`src/rtl/uart_pkg.sv`:
```
// uart_pkg: items shared by the UART receiver and transmitter.
//   rx_state_e : 3-bit FSM state encoding
//   PAR_EVEN / PAR_ODD : parity-mode constants for i_par_odd
//   rx_flags_t : per-word status attributes
//   maj3       : 2-of-3 majority vote
package uart_pkg;

  typedef enum logic [2:0] {
    ST_IDLE      = 3'd0,
    ST_START     = 3'd1,
    ST_DATA      = 3'd2,
    ST_PAR       = 3'd3,
    ST_STOP      = 3'd4,
    ST_WAIT_IDLE = 3'd5
  } rx_state_e;

  localparam logic PAR_EVEN = 1'b0;
  localparam logic PAR_ODD  = 1'b1;

  typedef struct packed {
    logic par_err;
    logic frm_err;
    logic brk;
    logic overrun;
  } rx_flags_t;

  function automatic logic maj3(input logic a, input logic b, input logic c);
    return (a & b) | (a & c) | (b & c);
  endfunction

endpackage

```
`src/rtl/uart_rx_sampler.sv`:
```
// uart_rx_sampler: input synchronizer plus 3-sample majority voter.
//   i_clk, i_rst_n : clock, async active-low reset
//   i_rx           : raw asynchronous serial line
//   i_smp          : sample strobe from the FSM (one per sample tick)
//   o_rx_s         : synchronized line
//   o_maj          : majority of the two stored samples and the current o_rx_s,
//                    so it is valid on the third sample tick of a bit
module uart_rx_sampler
  import uart_pkg::*;
#(
  parameter int SYNC_STAGES = 2
) (
  input  logic i_clk,
  input  logic i_rst_n,
  input  logic i_rx,
  input  logic i_smp,
  output logic o_rx_s,
  output logic o_maj
);

  logic [SYNC_STAGES-1:0] sync_q, sync_d;
  logic [1:0]             smp_q, smp_d;

  assign o_rx_s = sync_q[SYNC_STAGES-1];
  assign o_maj  = maj3(smp_q[1], smp_q[0], o_rx_s);

  always_comb begin
    sync_d = {sync_q[SYNC_STAGES-2:0], i_rx};
    smp_d  = smp_q;
    if (i_smp) smp_d = {smp_q[0], o_rx_s};
  end

  // Chain resets to the idle level so reset never looks like a start bit.
  always_ff @(posedge i_clk or negedge i_rst_n) begin
    if (!i_rst_n) begin
      sync_q <= '1;
      smp_q  <= 2'b11;
    end else begin
      sync_q <= sync_d;
      smp_q  <= smp_d;
    end
  end

endmodule

```
`src/rtl/uart_rx_fc.sv`:
```
// uart_rx_fc: oversampling UART receiver with runtime parity, majority voting,
// false-start rejection, framing/parity/break/overrun flags and a valid/ready
// holding register.
//   i_clk, i_rst_n        : clock, async active-low reset
//   i_rx                  : serial line, idle high
//   i_s_tick              : oversample strobe, OSR per bit
//   i_par_en, i_par_odd   : parity present / odd parity, latched at frame start
//   i_ready               : consumer accepts the held word
//   o_valid, o_data       : holding register
//   o_par_err, o_frm_err, o_brk, o_overrun : attributes of o_data
//   o_busy                : FSM not idle
module uart_rx_fc
  import uart_pkg::*;
#(
  parameter int DBITS       = 8,
  parameter int SBITS       = 1,
  parameter int OSR         = 16,
  parameter int SYNC_STAGES = 2
) (
  input  logic             i_clk,
  input  logic             i_rst_n,
  input  logic             i_rx,
  input  logic             i_s_tick,
  input  logic             i_par_en,
  input  logic             i_par_odd,
  input  logic             i_ready,
  output logic             o_valid,
  output logic [DBITS-1:0] o_data,
  output logic             o_par_err,
  output logic             o_frm_err,
  output logic             o_brk,
  output logic             o_overrun,
  output logic             o_busy
);

  localparam int SW = $clog2(OSR);
  localparam int NW = (DBITS > 1) ? $clog2(DBITS) : 1;

  localparam logic [SW-1:0] S_LO   = SW'(OSR/2 - 1);
  localparam logic [SW-1:0] S_MID  = SW'(OSR/2);
  localparam logic [SW-1:0] S_VOTE = SW'(OSR/2 + 1);
  localparam logic [SW-1:0] S_LAST = SW'(OSR - 1);
  localparam logic [NW-1:0] N_LAST = NW'(DBITS - 1);
  localparam logic          STOP_LAST = 1'(SBITS - 1);

  rx_state_e        state_q, state_d;
  logic [SW-1:0]    s_q, s_d;
  logic [NW-1:0]    n_q, n_d;
  logic [DBITS-1:0] shreg_q, shreg_d;
  logic             par_bit_q, par_bit_d;
  logic             par_en_q, par_en_d;
  logic             par_odd_q, par_odd_d;
  logic             stop_n_q, stop_n_d;
  logic             stop_err_q, stop_err_d;

  logic             valid_q, valid_d;
  logic [DBITS-1:0] data_q, data_d;
  rx_flags_t        flags_q, flags_d;

  logic rx_s, maj;
  logic active, tick_act, smp;
  logic s_vote, s_last;
  logic commit, consume;
  logic frm_err_c, par_err_c, brk_c;

  assign active   = (state_q == ST_START) || (state_q == ST_DATA) ||
                    (state_q == ST_PAR)   || (state_q == ST_STOP);
  assign tick_act = i_s_tick & active;
  assign s_vote   = (s_q == S_VOTE);
  assign s_last   = (s_q == S_LAST);
  assign smp      = tick_act & ((s_q == S_LO) | (s_q == S_MID) | s_vote);

  uart_rx_sampler #(.SYNC_STAGES(SYNC_STAGES)) u_smp (
    .i_clk   (i_clk),
    .i_rst_n (i_rst_n),
    .i_rx    (i_rx),
    .i_smp   (smp),
    .o_rx_s  (rx_s),
    .o_maj   (maj)
  );

  // Word attributes, evaluated at the vote of the last stop bit.
  assign frm_err_c = stop_err_q | ~maj;
  assign par_err_c = par_en_q & ((^shreg_q ^ par_bit_q) != par_odd_q);
  assign brk_c     = frm_err_c & (shreg_q == '0) & (~par_en_q | ~par_bit_q);

  always_comb begin
    state_d    = state_q;
    s_d        = s_q;
    n_d        = n_q;
    shreg_d    = shreg_q;
    par_bit_d  = par_bit_q;
    par_en_d   = par_en_q;
    par_odd_d  = par_odd_q;
    stop_n_d   = stop_n_q;
    stop_err_d = stop_err_q;
    commit     = 1'b0;

    if (tick_act) s_d = s_last ? '0 : s_q + 1'b1;

    case (state_q)
      ST_IDLE: begin
        if (!rx_s) begin
          state_d   = ST_START;
          s_d       = '0;
          par_en_d  = i_par_en;
          par_odd_d = i_par_odd;
        end
      end
      ST_START: begin
        if (tick_act) begin
          if (s_vote && maj) begin
            state_d = ST_IDLE;
          end else if (s_last) begin
            state_d = ST_DATA;
            n_d     = '0;
          end
        end
      end
      ST_DATA: begin
        if (tick_act) begin
          if (s_vote) shreg_d = {maj, shreg_q[DBITS-1:1]};
          if (s_last) begin
            if (n_q == N_LAST) begin
              state_d    = par_en_q ? ST_PAR : ST_STOP;
              stop_n_d   = 1'b0;
              stop_err_d = 1'b0;
            end else begin
              n_d = n_q + 1'b1;
            end
          end
        end
      end
      ST_PAR: begin
        if (tick_act) begin
          if (s_vote) par_bit_d = maj;
          if (s_last) begin
            state_d    = ST_STOP;
            stop_n_d   = 1'b0;
            stop_err_d = 1'b0;
          end
        end
      end
      ST_STOP: begin
        if (tick_act) begin
          if (s_vote) begin
            if (stop_n_q == STOP_LAST) begin
              // Leave mid-bit so the next start edge can be caught early.
              commit  = 1'b1;
              state_d = frm_err_c ? ST_WAIT_IDLE : ST_IDLE;
            end else begin
              stop_err_d = frm_err_c;
            end
          end else if (s_last) begin
            stop_n_d = stop_n_q + 1'b1;
          end
        end
      end
      ST_WAIT_IDLE: begin
        if (rx_s) state_d = ST_IDLE;
      end
      default: state_d = ST_IDLE;
    endcase
  end

  // Holding register: consume is applied before a same-cycle commit.
  always_comb begin
    consume = valid_q & i_ready;
    valid_d = valid_q & ~consume;
    data_d  = data_q;
    flags_d = flags_q;
    if (commit) begin
      valid_d         = 1'b1;
      data_d          = shreg_q;
      flags_d.par_err = par_err_c;
      flags_d.frm_err = frm_err_c;
      flags_d.brk     = brk_c;
      flags_d.overrun = valid_q & ~i_ready;
    end
  end

  always_ff @(posedge i_clk or negedge i_rst_n) begin
    if (!i_rst_n) begin
      state_q    <= ST_IDLE;
      s_q        <= '0;
      n_q        <= '0;
      shreg_q    <= '0;
      par_bit_q  <= 1'b0;
      par_en_q   <= 1'b0;
      par_odd_q  <= 1'b0;
      stop_n_q   <= 1'b0;
      stop_err_q <= 1'b0;
      valid_q    <= 1'b0;
      data_q     <= '0;
      flags_q    <= '0;
    end else begin
      state_q    <= state_d;
      s_q        <= s_d;
      n_q        <= n_d;
      shreg_q    <= shreg_d;
      par_bit_q  <= par_bit_d;
      par_en_q   <= par_en_d;
      par_odd_q  <= par_odd_d;
      stop_n_q   <= stop_n_d;
      stop_err_q <= stop_err_d;
      valid_q    <= valid_d;
      data_q     <= data_d;
      flags_q    <= flags_d;
    end
  end

  assign o_valid   = valid_q;
  assign o_data    = data_q;
  assign o_par_err = flags_q.par_err;
  assign o_frm_err = flags_q.frm_err;
  assign o_brk     = flags_q.brk;
  assign o_overrun = flags_q.overrun;
  assign o_busy    = (state_q != ST_IDLE);

endmodule

```
`config.mk`:
```
export PLATFORM = sky130hd
export DESIGN_NAME = uart_rx_fc
export DESIGN_NICKNAME = d
export VERILOG_FILES = /design/src/rtl/uart_pkg.sv /design/src/rtl/uart_rx_sampler.sv /design/src/rtl/uart_rx_fc.sv
export SDC_FILE = /design/constraint.sdc
export NUM_CORES = 1
export LEC_CHECK = 0
export BUFFER_PORTS_ARGS = -buffer_cell sky130_fd_sc_hd__buf_2
export CAP_MARGIN = 25
export CORE_MARGIN = 2
export CORE_UTILIZATION = 30
export DETAILED_ROUTE_END_ITERATION = 16
export PLACE_DENSITY_LB_ADDON = 0.08
export SETUP_SLACK_MARGIN = 0.3
export SLEW_MARGIN = 5
export SYNTH_ARGS = -nofsm -noshare
export SYNTH_HDL_FRONTEND = slang
export SYNTH_HIERARCHICAL = 1
export SYNTH_SLANG_ARGS = --single-unit
```
`constraint.sdc`:
```
create_clock -name i_clk -period 3.57 [get_ports i_clk]
set_clock_uncertainty 0.15 [all_clocks]
set_input_delay 0.1785 -clock i_clk [delete_from_list [all_inputs] [get_ports i_clk]]
set_output_delay 0.1785 -clock i_clk [all_outputs]
set_load 0.05 [all_outputs]
```
==> summary.md, run 1 <==
| Metric | Value |
|---|---|
| PortBufs | `20` |
| DP HPWL | `3140 um` |
| Largest net degree at the start of global routing | `41` |
| Routed WL per cell | `roughly 15 um` |
| Cts hold-fix bufs | `4` |
| DIE AREA | `between 0.007 and 0.008 sq mm` |
| Initial antenna violation count | `0` |
| # H-tree levels | `2` |
| Hold path cells | `3` |
| Drt drc | `0` |
| Worst-case hold path end point | `o_valid` |
| Post-CTS setup buffers | `0` |
| EDFF count, synth | `0` |
| R2r endpoint | `o_overrun` |
| Worst-path clk slew | `0.08 ns` |
| Max-slew headroom | `between 40% and 50%` |
| GR Overflow Total | `0` |
| CP startpoint | `state_q[2]` |
| Final setup viols | `0` |
| Crit path capture type | `register` |
| Synth Warn # | `6` |
| FF-to-FF path depth | `4` |
| Pre-antenna DRT Iters | `4` |
| Num Clock Sinks | `40` |
| Syn nets | `200` |
| CTS resizes | `0` |
| Worst skew pair latency | `between 0.2 and 0.3 ns` |
| Sequential area share after synthesis | `about 48%` |
| Pwr dens | `between 700 and 800 mW/mm^2` |
| Global Route Usage Sum | `roughly an eighth` |
| GPL Wtd Cong | `0.852` |
| Leakage | `around 1.2 nW` |
| Via Count | `between 1000 and 1500` |
| Crit Path Max Fanout | `13` |
| Post-Syn Area | `approximately 0.0021 sq mm` |
| Max Cap Viol | `0` |
| Die height | `about 87 um` |
| Syn-to-layout area delta | `15.7%` |
| Top_reg_cell synth | `dfrtp_1` |
| First-pass GRT wire length | `7250 um` |
| Hold path start | `i_ready` |
| Antenna diodes | `0` |
| Reg2reg setup slack | `about 1.1 ns` |
| Total power | `0.00177 W` |
| Total routed wirelength | `4240 um` |
| Routed Antenna Nets | `0` |
| Slew @ Worst Pin | `0.874 ns` |
| Die X | `between 80 and 90 um` |
| Achievable Freq | `about 400 MHz` |
| Longest Clk Path Bufs | `2` |
| Count of nets after finishing | `roughly 230` |
| Setup_tns | `0 ns` |
| RSZ-0062 raised after global routing | `no` |
| Maximum VDD drop | `about 310 uV` |
| CTS tree | `yes` |
| CP Class | `register to register` |
| Post-Syn Area per Cell | `roughly 11 sq um` |
| Final worst path period share | `69.7%` |
| Post-synth top cells | `36 x dfrtp_1, 18 x inv_1, 12 x mux2i_1, 11 x nor2_1, 9 x ha_1` |
| Critical path arrival | `2.55 ns` |
| Post-synth cell types | `between 40 and 50` |
| CP required | `~3.6 ns` |
| Number of CTS-inserted buffers | `5` |
| Top cell type's share of synthesized area | `43.2%` |
| Dominant cells by area after synthesis | `dfrtp_1 43%, mux2i_1 5.8%, ha_1 5.4%, dfstp_2 5.0%, mux2_2 4.3%` |
| Routed vias/inst | `about 5.1` |
| FF+latch count, synth | `40` |
| CP Launch Type | `register` |
| DRT iter0 DRCs | `41` |
| Most common cell in the netlist | `dfrtp_1` |
| IO Count | `21` |
| Hold Vio Cnt, Final | `0` |
| Effective utilization at floorplan | `between 30% and 40%` |
| Cell count after synthesis | `about 180` |
| Vias in the first global route | `roughly 1500` |
| Tmin final | `2.49 ns` |
| Worst reg2reg startpoint | `state_q[2]` |
| Yosys top cell by area | `dfrtp_1` |
| Site row count | `30` |
| Status | `finished, final reports clean` |
| Share of layout cells above drive strength 1 | `about a quarter` |
| Clk root buf | `clkbuf_8` |
| Slew Viols, Final | `0` |
| Core footprint | `just under 0.007 sq mm` |
| Fraction of registers with async set/reset | `100%` |
| Hold WC Path Type | `input port to register` |
sequential cells by signal, summed over array words and instances, names as in the netlist:
register      flops
par_odd_q         1
o_valid           1
stop_n_q          1
o_overrun         1
u_smp/smp_q       2
stop_err_q        1
shreg_q           8
n_q               3
u_smp/sync_q      2
o_frm_err         1
par_en_q          1
s_q               4
par_bit_q         1
state_q           3
o_par_err         1
o_data            8
o_brk             1
placed cells by master (no fill, tap or decap), drive strengths merged, types with 2 or more instances in the layout:
| cell type | n |
|---|---|
| nand3b | 2 |
| o21ai | 8 |
| mux2 | 15 |
| dfstp | 4 |
| ha | 9 |
| a21o | 2 |
| buf | 22 |
| nand2 | 6 |
| clkbuf | 5 |
| xnor2 | 5 |
| mux2i | 12 |
| nand2b | 4 |
| o221ai | 2 |
| nand4 | 4 |
| dfrtp | 36 |
| nor2b | 3 |
| nor2 | 11 |
| a31oi | 2 |
| nor3 | 3 |
| dlygate4sd3 | 4 |
| a21oi | 7 |
| inv | 18 |
| nand3 | 4 |
cells by family after synthesis:
family	synth area share (%)
AND/OR/NAND/NOR	13.6
flip-flops	48.2
AO/OA/AOI/OAI	9.29
multiplexers	14.7
buffers and inverters	5.70
adder cells (fa/ha/maj)	5.94
XOR/XNOR	2.52
power breakdown:
| part | switching (W) | internal (W) |
|---|---|---|
| clock | 0.000162 | 0.000207 |
| sequential | 0.000109 | 0.000571 |
| combinational | 0.000470 | 0.000255 |
layer usage:
metal	routed length, um	part of all wire, %	GRT usage, %
met1	1950	46	15.2
met3	156	3.7	3.41
met4	41	0.97	4.62
met5	0	0	0
met2	2090	49	20.0
metrics by stage:
stage / area (sq um) / cells / hold WS [ns] / setup WS (ns) / utilization, %
floorplan: 2090 / 184 / -0.267 / 1.43 / -
global placement: 2240 / 278 / 0.138 / 1.14 / 33.2
detailed placement: 2240 / 278 / 0.139 / 1.04 / 33.2
CTS: 2390 / 290 / 0.0189 / 1.06 / 35.4
global route: 2410 / 291 / 0.0521 / 0.934 / 35.7
finish: 2410 / 291 / 0.0261 / 1.08 / 35.7
worst max path at each step:
stage,end,slack (ns),depth (start not counted)
floorplan,shreg_q[7],1.43,7
global placement,o_data[1],1.14,3
detailed placement,o_overrun,1.04,4
CTS,o_overrun,1.06,4
global route,o_overrun,0.93,6
finish,o_overrun,1.08,4
area by class of cell:
type | instances | area (sq um)
clock buffer | 5 | 68.8
clock inverter | 3 | 42.5
fill | 680 | 4340
inverter | 18 | 67.6
multi-input combinational | 119 | 962
sequential | 40 | 1010
tap | 80 | 100
timing repair buffer | 26 | 168
critical path, stage by stage (launching register included):
cell and delay (ns):
dfrtp_1 0.55, or3b_4 0.46, nor4b_4 0.79, buf_4 0.27
mux2i_1 0.19
Power figures use the tool's default switching activity.
==> run 2, diff against run 1 <==
- clock period: 3.57 -> 2.15 ns (I/O delays scaled with it)
==> summary.md, run 2 (synthesis gave the netlist of run 1 again) <==
| Metric | Value |
|---|---|
| Status | `finished, final reports clean (unchanged)` |
| R2r endpoint | `o_data[4] (was o_overrun)` |
| Clk root buf | `clkbuf_8 (unchanged)` |
| CP required | `2.19 ns (was 3.63 ns)` |
| Max Cap Viol | `0 (unchanged)` |
| IO Count | `21 (unchanged)` |
| DIE AREA | `0.00764 sq mm (unchanged)` |
| Routed Antenna Nets | `0 (unchanged)` |
| RSZ-0062 raised after global routing | `yes (was no)` |
| Effective utilization at floorplan | `30.9% (unchanged)` |
| Crit Path Max Fanout | `5 (was 13)` |
| Syn-to-layout area delta | `36.9% (was 15.7%)` |
| Pwr dens | `1170 mW/mm^2 (was 735 mW/mm^2)` |
| Worst setup margin | `0.134 ns (was 1.08 ns)` |
| Crit path capture type | `register (unchanged)` |
| Drt drc | `0 (unchanged)` |
| Most frequent cells in the layout | `32 x dfrtp_1, 28 x buf_4, 20 x buf_2 (was 36 x dfrtp_1, 20 x buf_2, 18 x inv_1)` |
| Share of layout cells above drive strength 1 | `46.1% (was 24.6%)` |
| CP Class | `register to register (unchanged)` |
| DRT iter0 DRCs | `43 (was 41)` |
| Worst-case hold path end point | `stop_err_q (was o_valid)` |
| # H-tree levels | `2 (unchanged)` |
| GR Overflow Total | `0 (unchanged)` |
| Number of CTS-inserted buffers | `5 (unchanged)` |
| Reg2reg setup slack | `0.13 ns (was 1.08 ns)` |
| Setup_tns | `0 ns (unchanged)` |
| Worst-path clk slew | `0.09 ns (was 0.08 ns)` |
| Die height | `87.4 um (unchanged)` |
| Routed WL per cell | `15.0 um (was 14.6 um)` |
| Largest net degree at the start of global routing | `17 (was 41)` |
| Num Clock Sinks | `40 (unchanged)` |
| Finished Core Util | `42.3% (was 35.7%)` |
| GPL Wtd Cong | `0.754 (was 0.852)` |
| DP HPWL | `3330 um (was 3140 um)` |
| Initial antenna violation count | `0 (unchanged)` |
| PortBufs | `20 (unchanged)` |
| Final worst path period share | `93.8% (was 69.7%)` |
| Hold path start | `i_s_tick (was i_ready)` |
| Hold path cells | `3 (unchanged)` |
| Count of nets after finishing | `258 (was 226)` |
| Maximum VDD drop | `316 uV (was 307 uV)` |
| Tmin final | `2.02 ns (was 2.49 ns)` |
| FF-to-FF path depth | `5 (was 4)` |
| Hold WC Path Type | `input port to register (unchanged)` |
| Core footprint | `0.00676 sq mm (unchanged)` |
| Die X | `87.4 um (unchanged)` |
| Site row count | `30 (unchanged)` |
| Longest Clk Path Bufs | `2 (unchanged)` |
| Most common cell after layout, fill and taps aside | `dfrtp_1 (unchanged)` |
| Via Count | `1582 (was 1477)` |
| CTS tree | `yes (unchanged)` |
| Slew @ Worst Pin | `0.368 ns (was 0.874 ns)` |
| Worst skew pair latency | `0.30 ns (was 0.29 ns)` |
| Total routed wirelength | `4850 um (was 4240 um)` |
| CP Launch Type | `register (unchanged)` |
| Hold Vio Cnt, Final | `0 (unchanged)` |
| Vias in the first global route | `1571 (was 1534)` |
| First-pass GRT wire length | `7810 um (was 7250 um)` |
| Critical path arrival | `2.05 ns (was 2.55 ns)` |
| Layout Cells excl Fill | `323 (was 291)` |
| Routed vias/inst | `4.90 (was 5.08)` |
| Final setup viols | `0 (unchanged)` |
| CP startpoint | `state_q[0] (was state_q[2])` |
| Leakage | `1.37 nW (was 1.19 nW)` |
| Pre-antenna DRT Iters | `4 (unchanged)` |
| Cells after DPL | `290 (was 278)` |
| Worst reg2reg startpoint | `state_q[0] (was state_q[2])` |
| Max-slew headroom | `75.5% (was 41.5%)` |
| Slew Viols, Final | `0 (unchanged)` |
| Filler cells | `658 (was 680)` |
| Pre-CTS setup slack | `0.105 ns (was 1.04 ns)` |
| Global Route Usage Sum | `13.3% (was 12.2%)` |
| Antenna diodes | `0 (unchanged)` |
| Achievable Freq | `496 MHz (was 402 MHz)` |
## run 2: layout make-up
cell class | instances | area, sq um | area share, %
multi-input combinational | 119 | 1130 | 39.5
clock inverter | 3 | 42.5 | 1.49
sequential | 40 | 1010 | 35.4
clock buffer | 5 | 68.8 | 2.41
tap | 80 | 100 | 3.50
timing repair buffer | 58 | 439 | 15.4
inverter | 18 | 67.6 | 2.36
## run 2: how the worst max path moves through the flow
stage	cells after the start	slack [ns]	endpoint
2_1_floorplan	5	0.12	o_data[2]
3_3_place_gp	4	0.15	par_bit_q
3_5_place_dp	4	0.11	o_data[0]
4_1_cts	6	0.16	o_data[0]
5_1_grt	5	0.1	o_data[0]
6_report	5	0.13	o_data[4]
## run 2: critical path, stage by stage (launching register included)
cell	delay, ns
dfrtp_2	0.45
or3b_4	0.44
nor4b_4	0.25
buf_4	0.18
clkbuf_16	0.15
mux2_4	0.29
## run 2: layer usage
metal	GRT usage, %	share of wire [%]
met5	0	0
met4	5.17	1.2
met3	2.84	3.3
met2	22.1	51
met1	16.8	44
## run 2: where the power goes
part	internal [W]	switching, W	leakage (nW)
sequential	0.000954	0.000147	0.471
combinational	0.000672	0.000963	0.847
clock	0.000344	0.000277	0.0541
total	0.00197	0.00139	1.37
## run 2: metrics by stage
step | power [W] | hold WS (ns) | instance area (sq um)
5_1_grt | 0.00356 | 0.0000527 | 2860
2_1_floorplan | 0.00212 | -0.338 | 2110
3_3_place_gp | 0.00244 | -0.169 | 2360
4_1_cts | 0.00318 | 0.00138 | 2630
6_report | 0.00336 | 0.00941 | 2860
3_5_place_dp | 0.00245 | -0.169 | 2360
## run 2: timing repair
item,CTS,global route
resized for setup,9,34
setup buffers,12,7
pin swaps,2,10
endpoints found under the setup margin,27,32
hold buffers,5,0
gates cloned,0,1
hold endpoints to repair,41,0
==> run 3, diff against run 2 <==
- CORE_MARGIN: 2 -> 8
==> summary.md, run 3 (synthesis gave the netlist of run 1 again) <==
| Metric | Value |
|---|---|
| Hold WC Path Type | `input port to register (unchanged)` |
| Achievable Freq | `504 MHz (was 496 MHz)` |
| Max-slew headroom | `68.4% (was 75.5%)` |
| Max Cap Viol | `0 (unchanged)` |
| GR Overflow Total | `0 (unchanged)` |
| Routed Antenna Nets | `0 (unchanged)` |
| Num Clock Sinks | `40 (unchanged)` |
| First-pass GRT wire length | `8040 um (was 7810 um)` |
| Most frequent cells in the layout | `33 x dfrtp_1, 20 x buf_2, 19 x buf_4 (was 32 x dfrtp_1, 28 x buf_4, 20 x buf_2)` |
| Worst-path clk slew | `0.08 ns (was 0.09 ns)` |
| Worst path max stage delay | `0.45 ns (about the same)` |
| IO Count | `21 (unchanged)` |
| DRT iter0 DRCs | `90 (was 43)` |
| Pre-antenna DRT Iters | `4 (unchanged)` |
| Hold Vio Cnt, Final | `0 (unchanged)` |
| Slew Viols, Final | `0 (unchanged)` |
| Critical-path cell list | `or3b_4 -> nor4b_4 -> buf_4 -> clkbuf_16 -> mux2_4 (unchanged)` |
| Total power | `0.00324 W (was 0.00336 W)` |
| CP max-delay cell | `dfrtp_2 (unchanged)` |
| Tmin final | `1.98 ns (was 2.02 ns)` |
| Leakage | `1.35 nW (was 1.37 nW)` |
| Effective utilization at floorplan | `30.9% (unchanged)` |
| Syn-to-layout area delta | `31.7% (was 36.9%)` |
| CP Launch Type | `register (unchanged)` |
| Hold WS | `0.0438 ns (was 0.00941 ns)` |
| Core footprint | `0.00676 sq mm (unchanged)` |
| CTS tree | `yes (unchanged)` |
| Final setup viols | `0 (unchanged)` |
| Site row count | `30 (unchanged)` |
| CP required | `2.18 ns (was 2.19 ns)` |
| Global Route Usage Sum | `10.2% (was 13.3%)` |
| # H-tree levels | `2 (unchanged)` |
| Routed vias/inst | `4.96 (was 4.90)` |
| Die height | `99.4 um (was 87.4 um)` |
| Critical path arrival | `2.01 ns (was 2.05 ns)` |
| GPL Wtd Cong | `0.820 (was 0.754)` |
| Most common cell after layout, fill and taps aside | `dfrtp_1 (unchanged)` |
| Worst skew pair latency | `0.29 ns (was 0.30 ns)` |
| Maximum VDD drop | `342 uV (was 316 uV)` |
| CP Class | `register to register (unchanged)` |
| Die X | `99.4 um (was 87.4 um)` |
| DP HPWL | `3530 um (was 3330 um)` |
| Antenna diodes | `0 (unchanged)` |
| Slew @ Worst Pin | `0.473 ns (was 0.368 ns)` |
| Setup_tns | `0 ns (unchanged)` |
| Largest net degree at the start of global routing | `22 (was 17)` |
| RSZ-0062 raised after global routing | `yes (unchanged)` |
| Crit path capture type | `register (unchanged)` |
| Initial antenna violation count | `0 (unchanged)` |
| Drt drc | `0 (unchanged)` |
| Longest Clk Path Bufs | `2 (unchanged)` |
| Share of layout cells above drive strength 1 | `40.2% (was 46.1%)` |
| Number of CTS-inserted buffers | `5 (unchanged)` |
| Pwr dens | `1180 mW/mm^2 (was 1170 mW/mm^2)` |
| Via Count | `1558 (was 1582)` |
| Count of nets after finishing | `249 (was 258)` |
| Status | `finished, final reports clean (unchanged)` |
| PortBufs | `20 (unchanged)` |
| Total routed wirelength | `4910 um (was 4850 um)` |
| Routed WL per cell | `15.6 um (was 15.0 um)` |
| Vias in the first global route | `1669 (was 1571)` |
| Final worst path period share | `92.3% (was 93.8%)` |
| Clk root buf | `clkbuf_8 (unchanged)` |
| Crit Path Max Fanout | `6 (was 5)` |
| DIE AREA | `0.00988 sq mm (was 0.00764 sq mm)` |
run 3: worst max-delay path: cells and delay by family, from the launching register on:
family | cells | cell delay, ns
AND/OR/NAND/NOR | 2 | 0.65
flip-flops | 1 | 0.45
buffers and inverters | 2 | 0.32
multiplexers | 1 | 0.29
run 3: final timing paths:
| path | endpoint | from | slack (ns) | cells past startpoint |
|---|---|---|---|---|
| worst min register to register | u_smp/sync_q[1] | u_smp/sync_q[0] | 0.21 | 0 |
| worst min-delay path | stop_err_q | i_s_tick | 0.04 | 3 |
| min in group asynchronous | o_data[4] | i_rst_n | 0.14 | 2 |
| worst max register to register | o_data[5] | state_q[1] | 0.17 | 5 |
| max in group asynchronous | state_q[2] | i_rst_n | 1.03 | 3 |
| worst max-delay path | o_data[5] | state_q[1] | 0.17 | 5 |
run 3: per-stage QoR:
stage / cell area (sq um) / utilization (%) / instances / setup slack, ns
after floorplan: 2110 / - / 184 / 0.118
after global placement: 2370 / 35.0 / 291 / 0.161
after detailed placement: 2370 / 35.0 / 291 / 0.139
after CTS: 2560 / 37.9 / 307 / 0.130
after global routing: 2750 / 40.7 / 314 / 0.0935
final: 2750 / 40.7 / 314 / 0.165
run 3: area by class of cell:
cell class	count	area, sq um
inverter	18	67.6
timing repair buffer	49	377
clock inverter	2	35.0
tap	80	100
sequential	40	1010
clock buffer	6	72.6
multi-input combinational	119	1090
fill	660	4010
run 3: timing repair:
action | in CTS | in global routing
hold endpoints to repair | 24 | 0
gates resized for setup | 7 | 26
cloned | 0 | 1
pin swaps | 3 | 4
buffers inserted | 3 | 6
endpoints found under the setup margin | 25 | 31
hold buffers | 5 | 0
run 3: per-layer routing:
layer / vias to the layer above / part of all wire [%] / GRT usage, %
li1: 750 / - / -
met1: 747 / 42 / 11.5
met2: 48 / 51 / 17.0
met3: 13 / 5.4 / 2.79
met4: 0 / 2.3 / 5.82
met5: - / 0 / 0
run 3: power by group:
group | leakage [nW] | internal (W) | switching (W)
Combinational | 0.821 | 0.000601 | 0.000935
Clock | 0.0552 | 0.000345 | 0.000266
Sequential | 0.472 | 0.000953 | 0.000144
